[src/rtl/fetch_stage.sv]
// fetch_stage -- instruction fetch front end.
//
// Keeps the fetch PC, issues word fetches over a req/ack handshake, buffers
// returned words in a small FIFO and presents them to decode through a
// registered output slot. Handles redirects from execute, including dropping
// a fetch that is still in flight when the redirect arrives.
//
// Handshake: a transfer happens on a rising edge where imem_req, imem_ack and
// clk_en are all 1; imem_rdata belongs to imem_addr in that same cycle. Once
// imem_req is raised, imem_req/imem_addr hold until that transfer edge.
//
// Ports:
//   clk, sync_rst (sync, active low), clk_en (freezes all state when 0)
//   imem_req/imem_addr (out, registered), imem_ack/imem_rdata (in)
//   redirect/redirect_pc (in)   restart fetch at redirect_pc[31:2]
//   stall (in)                  decode cannot take the slot
//   inst_out/pc_out/invalid     output slot; invalid=1 marks a bubble
//   fsm_state (out)             current FSM state, for debug
//
// Optional: define FETCH_PERF_CNT_EN to add perf_fetched[31:0] and
// perf_discarded[15:0] transfer counters.

module fetch_stage #(
    parameter logic [31:0] RESET_PC   = 32'h0000_0000,
    parameter int          FIFO_DEPTH = 2
) (
    input  logic        clk,
    input  logic        sync_rst,
    input  logic        clk_en,
    output logic        imem_req,
    output logic [31:0] imem_addr,
    input  logic        imem_ack,
    input  logic [31:0] imem_rdata,
    input  logic        redirect,
    input  logic [31:0] redirect_pc,
    input  logic        stall,
    output logic [31:0] inst_out,
    output logic [31:0] pc_out,
    output logic        invalid,
    output logic [1:0]  fsm_state
`ifdef FETCH_PERF_CNT_EN
    ,
    output logic [31:0] perf_fetched,
    output logic [15:0] perf_discarded
`endif
);

    localparam int PTR_W = $clog2(FIFO_DEPTH);
    localparam logic [PTR_W-1:0] PTR_ONE  = PTR_W'(1);
    localparam logic [PTR_W:0]   CNT_ONE  = (PTR_W+1)'(1);
    localparam logic [PTR_W:0]   CNT_FULL = (PTR_W+1)'(FIFO_DEPTH);

    typedef enum logic [1:0] {
        ST_FETCH   = 2'd0,
        ST_FULL    = 2'd1,
        ST_DISCARD = 2'd2
    } state_e;

    state_e           state_q, state_d;
    logic [31:0]      pc_q, pc_d;
    logic             req_q, req_d;
    logic [31:0]      addr_q, addr_d;
    logic [31:0]      inst_q, inst_d;
    logic [31:0]      pcout_q, pcout_d;
    logic             inv_q, inv_d;
    logic [PTR_W-1:0] rd_ptr_q, rd_ptr_d, wr_ptr_q, wr_ptr_d;
    logic [PTR_W:0]   cnt_q, cnt_d;
    logic [31:0]      fifo_inst [FIFO_DEPTH];
    logic [31:0]      fifo_pc   [FIFO_DEPTH];

    logic [31:0] redir_target;
    logic        xfer, accept, slot_load, fifo_empty, pop, bypass, push;
    logic        unused_redirect_lsbs;

    assign redir_target         = {redirect_pc[31:2], 2'b00};
    assign unused_redirect_lsbs = ^redirect_pc[1:0];

    assign xfer       = req_q & imem_ack;
    // Only a transfer in FETCH without a concurrent redirect keeps its data.
    assign accept     = xfer & (state_q == ST_FETCH) & ~redirect;
    assign slot_load  = inv_q | ~stall;
    assign fifo_empty = (cnt_q == '0);
    assign pop        = ~redirect & slot_load & ~fifo_empty;
    // Empty FIFO and a free slot: the word goes straight to decode.
    assign bypass     = slot_load & fifo_empty & accept;
    assign push       = accept & ~bypass;

    always_comb begin
        state_d  = state_q;
        pc_d     = pc_q;
        req_d    = req_q;
        addr_d   = addr_q;
        inst_d   = inst_q;
        pcout_d  = pcout_q;
        inv_d    = inv_q;
        rd_ptr_d = rd_ptr_q;
        wr_ptr_d = wr_ptr_q;
        cnt_d    = cnt_q;

        // FIFO bookkeeping
        if (redirect) begin
            rd_ptr_d = '0;
            wr_ptr_d = '0;
            cnt_d    = '0;
        end else begin
            if (push) wr_ptr_d = wr_ptr_q + PTR_ONE;
            if (pop)  rd_ptr_d = rd_ptr_q + PTR_ONE;
            if (push && !pop)      cnt_d = cnt_q + CNT_ONE;
            else if (pop && !push) cnt_d = cnt_q - CNT_ONE;
        end

        // Output slot
        if (redirect) begin
            inv_d = 1'b1;
        end else if (slot_load) begin
            if (!fifo_empty) begin
                inst_d  = fifo_inst[rd_ptr_q];
                pcout_d = fifo_pc[rd_ptr_q];
                inv_d   = 1'b0;
            end else if (bypass) begin
                inst_d  = imem_rdata;
                pcout_d = pc_q;
                inv_d   = 1'b0;
            end else begin
                inv_d = 1'b1;
            end
        end

        // Fetch FSM. pc_q always holds the address of the next word to request;
        // in DISCARD it already holds the redirect target while addr_q still
        // shows the abandoned request.
        if (redirect) begin
            pc_d = redir_target;
            if (req_q && !xfer) begin
                state_d = ST_DISCARD;
            end else begin
                state_d = ST_FETCH;
                req_d   = 1'b1;
                addr_d  = redir_target;
            end
        end else begin
            unique case (state_q)
                ST_FETCH: begin
                    if (xfer) begin
                        pc_d = pc_q + 32'd4;
                        if (cnt_d == CNT_FULL) begin
                            state_d = ST_FULL;
                            req_d   = 1'b0;
                        end else begin
                            req_d  = 1'b1;
                            addr_d = pc_q + 32'd4;
                        end
                    end else begin
                        req_d  = 1'b1;
                        addr_d = pc_q;
                    end
                end
                ST_FULL: begin
                    if (pop) begin
                        state_d = ST_FETCH;
                        req_d   = 1'b1;
                        addr_d  = pc_q;
                    end
                end
                ST_DISCARD: begin
                    if (xfer) begin
                        state_d = ST_FETCH;
                        req_d   = 1'b1;
                        addr_d  = pc_q;
                    end
                end
                default: begin
                    state_d = ST_FETCH;
                    req_d   = 1'b0;
                end
            endcase
        end
    end

    always_ff @(posedge clk) begin
        if (!sync_rst) begin
            state_q  <= ST_FETCH;
            pc_q     <= RESET_PC;
            req_q    <= 1'b0;
            addr_q   <= RESET_PC;
            inst_q   <= '0;
            pcout_q  <= '0;
            inv_q    <= 1'b1;
            rd_ptr_q <= '0;
            wr_ptr_q <= '0;
            cnt_q    <= '0;
        end else if (clk_en) begin
            state_q  <= state_d;
            pc_q     <= pc_d;
            req_q    <= req_d;
            addr_q   <= addr_d;
            inst_q   <= inst_d;
            pcout_q  <= pcout_d;
            inv_q    <= inv_d;
            rd_ptr_q <= rd_ptr_d;
            wr_ptr_q <= wr_ptr_d;
            cnt_q    <= cnt_d;
        end
    end

    // Storage needs no reset; the pointers decide what is valid.
    always_ff @(posedge clk) begin
        if (sync_rst && clk_en && push) begin
            fifo_inst[wr_ptr_q] <= imem_rdata;
            fifo_pc[wr_ptr_q]   <= pc_q;
        end
    end

`ifdef FETCH_PERF_CNT_EN
    logic [31:0] perf_fetched_q;
    logic [15:0] perf_discarded_q;

    always_ff @(posedge clk) begin
        if (!sync_rst) begin
            perf_fetched_q   <= '0;
            perf_discarded_q <= '0;
        end else if (clk_en) begin
            if (accept)         perf_fetched_q   <= perf_fetched_q + 32'd1;
            if (xfer && !accept) perf_discarded_q <= perf_discarded_q + 16'd1;
        end
    end

    assign perf_fetched   = perf_fetched_q;
    assign perf_discarded = perf_discarded_q;
`endif

    assign imem_req  = req_q;
    assign imem_addr = addr_q;
    assign inst_out  = inst_q;
    assign pc_out    = pcout_q;
    assign invalid   = inv_q;
    assign fsm_state = state_q;

endmodule

[config.mk]
export PLATFORM = sky130hd
export DESIGN_NAME = fetch_stage
export DESIGN_NICKNAME = d
export VERILOG_FILES = /design/src/rtl/fetch_stage.sv
export SDC_FILE = /design/constraint.sdc
export NUM_CORES = 1
export LEC_CHECK = 0
export ABC_AREA = 1
export CORE_MARGIN = 2
export CORE_UTILIZATION = 55
export DETAILED_ROUTE_END_ITERATION = 8
export PLACE_DENSITY = 0.83
export SLEW_MARGIN = 5
export SYNTH_ARGS = -nofsm -noshare
export SYNTH_HDL_FRONTEND = slang
export SYNTH_SLANG_ARGS = --single-unit
[constraint.sdc]
create_clock -name clk -period 12.01 [get_ports clk]
set_input_delay 2.402 -clock clk [delete_from_list [all_inputs] [get_ports clk]]
set_output_delay 2.402 -clock clk [all_outputs]
set_load 0.02 [all_outputs]
### After elaboration in Yosys (flattened, before gate mapping)

Memory sizes are Yosys's and may differ from the RTL's. A register that Yosys moved wholly into a read port is not among the register bits.
Cells that the tools add are included.

* bits in registers: 136
* RAM bits: 128
* input port bits: 70
* output and inout bits: 100
* logic and storage cells: 109
* memories: 2

Memories
* fifo_inst: words 2, bits a word 32, read ports 1, clocked after Yosys merged registers in 1, wr ports 1, line 68 `logic [31:0] fifo_inst [FIFO_DEPTH];`
* fifo_pc: words 2, bits a word 32, read ports 1, clocked after Yosys merged registers in 1, wr ports 1, line 69 `logic [31:0] fifo_pc [FIFO_DEPTH];`

* add/sub/neg operators: 5
* equality and inequality tests: 10
* multiplexer cells: 45
* bitwise gates (word level): 13
* reductions and logical operators: 24

Operator list (count)
* $mux W32: 13
* $pmux W32 S3: 1
* $add A32 B3 Y32 const B: 1
* $mux W1: 20
* $mux W2: 9
* $reduce_bool A2 Y1: 5
* $ne A3 B3 Y1 const B: 3
* $and A1 B1 Y1: 8
* $reduce_and A4 Y1: 2
* $pmux W2 S3: 1
* $reduce_and A2 Y1: 3
* $reduce_and A6 Y1: 1
* $logic_and A1 B1 Y1: 5
* $reduce_and A5 Y1: 1
* $eq A2 B2 Y1 const B: 2
* $logic_not A2 Y1: 2
* $ne A4 B4 Y1 const B: 1
* $not A1 Y1: 4
* $reduce_bool A4 Y1: 1
* $logic_not A1 Y1: 3
* $ne A3 B2 Y1 const B: 1
* $pmux W1 S3: 1
* $reduce_and A3 Y1: 1
* $add A1 B1 Y1 const B: 2
* other kinds (6): 6

### Longest topological paths before layout

* word-level depth: 16
* gate-level depth with buffers: 14
* depth with buffers taken out: 14

### Least setup slack after synthesis

Ideal clock, no wire load.

* path type: input -> register
* start point: input redirect
* end point: memory fifo_inst[0][0] (enable)
* setup time: 0.558 ns
* arrival time: 7.146 ns
* data required time: 11.452 ns
* path slack: 4.306 ns
* stages on the path: 6
* cell sequence: buf_6 -> clkinv_4 -> nand2_4 -> nor2_8 -> nand3_1 -> nor3_1

* word-level cells in the longest chain between the ends: 8

RTL lines
* start: declaration: line 34 `input logic redirect,`
* $not A1 Y1 (no line) *
* $and A1 B1 Y1 *: line 80 `assign accept = xfer & (state_q == ST_FETCH) & ~redirect;`
* $and A1 B1 Y1: line 85 `assign bypass = slot_load & fifo_empty & accept;`
* $not A1 Y1: line 86 `assign push = accept & ~bypass;`
* $and A1 B1 Y1 *: line 86
* $logic_and A1 B1 Y1 *: line 208 `if (sync_rst && clk_en && push) begin`
* $mux W1 *: line 208
* $mux W1 (not written as such) *: line 209 `fifo_inst[wr_ptr_q] <= imem_rdata;`
* end: declaration: line 68

Every way passes the cells marked *; elsewhere a longest branch is shown, timed or not.

### Worst setup path in the final report

* start point: input imem_ack
* end point: register addr_q[16], in the netlist imem_addr[16]

* word-level cells in the longest chain between the ends: 14
* elaborated cells between the ends (all ways): 22
* classes of those cells: 4 x eq/ne; 6 x mux; 6 x bitwise; 6 x reduce/logical

RTL lines
* start: declaration: line 32 `input logic imem_ack,`
* $and A1 B1 Y1 *: line 78 `assign xfer = req_q & imem_ack;`
* $and A1 B1 Y1 (2 in series): line 80
* $and A1 B1 Y1: line 85
* $not A1 Y1: line 86
* $and A1 B1 Y1: line 86
* $logic_not A1 Y1: line 109 `else if (pop && !push) cnt_d = cnt_q - CNT_ONE;`
* $logic_and A1 B1 Y1: line 109
* $mux W2: line 109
* $mux W2: line 108 `if (push && !pop) cnt_d = cnt_q + CNT_ONE;`
* $mux W2: line 101 `if (redirect) begin`
* $eq A2 B2 Y1: line 146 `if (cnt_d == CNT_FULL) begin`
* $ne A4 B4 Y1 (no line)
* $reduce_and A6 Y1 (no line)
* end signal: assignment: line 196 `addr_q <= addr_d;`
* end: declaration: line 62 `logic [31:0] addr_q, addr_d;`

Marked as above.
A chain may end at the register's enable or synchronous reset.

==> results.json <==
{
  "status": "complete, no violations",
  "p_sw_mw": 0.543,
  "seq_power_share": 0.470,
  "synth_cells": 1335,
  "yosysWarnings": 0,
  "crit_arrival_ns": 5.50,
  "cts_num_sinks": 256,
  "wl_microns": 29300,
  "ir_drop_v": 0.0000981,
  "maxSlewViolCount": 0,
  "fmax_mhz": 197,
  "p_comb_frac": 0.141,
  "ys_seq_area_frac": 0.547,
  "drc_errors": 0,
  "syn_area_per_cell_sq_um": 8.72,
  "grt_max_degree": 125,
  "clk_root_buffer_cell": "clkbuf_16",
  "num_io_pins": 170,
  "p_leak_nw": 5.43,
  "end_kind": "register",
  "start_kind": "input port",
  "dpl.hpwl_microns": 18700,
  "antenna_cells": 0,
  "avgViaCountPerCell": 5.59,
  "post_cts_buffers": 0,
  "synth_edf_count": 124,
  "start_util": 0.558,
  "cts_max_path_buffers": 3,
  "drive_gt1_frac": 0.0720,
  "synth_area_sq_um": 11600,
  "fin_crit_sh": 0.424,
  "area_growth_pct": 22.0,
  "critPathMaxFanout": 46,
  "nets": 1529,
  "synth_seq_cells": 256,
  "cts_buffers": 26,
  "dr.pass1.iters": 5,
  "grt_pass1_vias": 8977,
  "cts.reportedPaths.clkPinSlew_ns": 0.06,
  "slew_headroom": 0.190,
  "post_drt_wl_per_cell_microns": 16.8,
  "grt_pass1_wl_microns": 46200,
  "htree_levels": 1,
  "rsz0062_at_grt": "no",
  "clock_skew_ns": 0.0114,
  "dieArea_sq_um": 22400,
  "final_core_utilization": 0.680,
  "grt_util_all_layers": 0.256,
  "finalHoldViolCount": 0,
  "period_needed_ns": 5.09,
  "worstMarginPinSlew_ns": 1.21,
  "numPortBuffers": 165,
  "synth-main-ff-cell": "dfxtp_1",
  "clockPowerShare": 0.389,
  "rows": 53,
  "ctsResizeCount": 0,
  "setup-tns-final_ns": 0,
  "async_reset_ff_frac": 0,
  "postCtsHoldBufs": 0,
  "cts_tree": "done",
  "hold_path_class": "register to register",
  "setup_violations": 0,
  "ant_nets": 0,
  "clkLatencyLatePin_ns": 0.53,
  "maxCapViolations": 0,
  "place_congestion": 0.945,
  "finalWorstSetupSlack_ns": 6.92,
  "path_class": "input port to register",
  "antenna_found_initial": 0,
  "synth_cell_types": 45,
  "grt_overflow": 0,
  "die_w_microns": 150,
  "initialDrtViolationCount": 835,
  "switching_share": 0.258,
  "powerDensity_nw_per_um2": 148,
  "p_int_mw": 1.56,
  "vias": 9774,
  "pre_cts_slack_ns": 6.49,
  "die_h_microns": 150,
  "core_area_sq_um": 20900,
  "crit_required_ns": 12.42
}
-- flip-flops by register name (all words and copies together) (netlist names), named ones only --
register	count
cnt_q	2
fifo_inst	64
fifo_pc	60
fsm_state	2
imem_addr	31
imem_req	1
inst_out	32
invalid	1
pc_out	30
pc_q	30
rd_ptr_q	1
wr_ptr_q	1
-- layout make-up --
type | instances | area (sq um)
Timing Repair Buffer | 172 | 1700
Inverter | 122 | 463
Tap cell | 275 | 344
Multi-Input combinational cell | 875 | 4460
Sequential cell | 256 | 6370
Clock inverter | 10 | 136
Clock buffer | 38 | 736
Fill cell | 1622 | 6680
-- placed cells by master (no fill, tap or decap), types with 30 or more instances in the layout --
cell / count
inv_1: 116
clkdlybuf4s50_1: 163
nor2_1: 100
a31oi_1: 59
dfxtp_1: 131
a21oi_1: 67
mux2_2: 30
nand3_1: 38
edfxtp_1: 124
o211ai_1: 33
o21ai_0: 153
nand2_1: 316
-- cells by family (layout without fill, tap and decap cells) --
kind of cell / Yosys count / after routing / synth area share
mux: 30 / 30 / 0.0290
flops: 256 / 256 / 0.547
other cells: 1 / 2 / 0.000322
fa+ha+maj: 6 / 6 / 0.00645
xor+xnor: 11 / 11 / 0.00827
compound gates: 324 / 324 / 0.156
buf+inv: 205 / 342 / 0.0721
simple gates: 502 / 502 / 0.181
-- worst paths after layout --
check                                                from                    endpoint  slack [ns]  depth (start not counted)
worst max register to register      cnt_q[1]$_SDFFE_PN0P_  imem_addr[16]$_SDFFE_PN0P_        8.48                         14
worst min register to register  imem_addr[1]$_SDFFE_PN0P_   imem_addr[1]$_SDFFE_PN0P_        0.45                          2
worst min-delay path            imem_addr[1]$_SDFFE_PN0P_   imem_addr[1]$_SDFFE_PN0P_        0.45                          2
worst max-delay path                             imem_ack  imem_addr[16]$_SDFFE_PN0P_        6.92                          8
-- worst max-delay path, cell delays in order --
cell	delay (ns)
clkdlybuf4s50_1	0.51
nand2_2	0.15
nor2_4	0.39
clkinv_1	1.06
o21ai_0	0.61
nand2_1	0.09
o21ai_0	0.20
nor2_1	0.06
-- metrics by stage --
step	hold WS, ns	total power [mW]	instances	area [sq um]
final	0.455	2.10	1748	14200
after global routing	0.485	2.18	1748	14200
after CTS	0.457	2.11	1748	14200
after detailed placement	0.445	1.30	1700	13300
after global placement	0.440	1.29	1700	13300
after floorplan	0.425	1.18	1336	11700
-- routing by layer --
metal	up-vias	track usage	wire length, microns
met3	50	0.0357	2600
met2	458	0.398	13100
met5	-	0	0
li1	4772	-	-
met1	4494	0.377	12900
met4	0	0.0724	690
-- synthesized netlist by cell type (12+ instances only) --
library cell / count / area share
o21ai_0: 153 / 0.066
edfxtp_1: 124 / 0.32
nand2_1: 316 / 0.10
nor3_1: 14 / 0.0060
nor2_1: 100 / 0.032
o211ai_1: 33 / 0.021
mux2_2: 30 / 0.029
inv_1: 117 / 0.038
dfxtp_1: 132 / 0.23
a21oi_1: 67 / 0.029
buf_2: 12 / 0.0052
a31oi_1: 59 / 0.032
clkbuf_1: 52 / 0.017
nand3_1: 38 / 0.016
-- power by group through the flow --
| stage | clock, mW | combinational (mW) | sequential, mW |
|---|---|---|---|
| finish | 0.818 | 0.296 | 0.989 |
| global route | 0.862 | 0.325 | 0.993 |
| CTS | 0.825 | 0.295 | 0.988 |
| detailed placement | 0 | 0.291 | 1.01 |
| global placement | 0 | 0.285 | 1.00 |
| floorplan | 0 | 0.158 | 1.02 |
No activity file was read; power rests on OpenSTA's default activity.
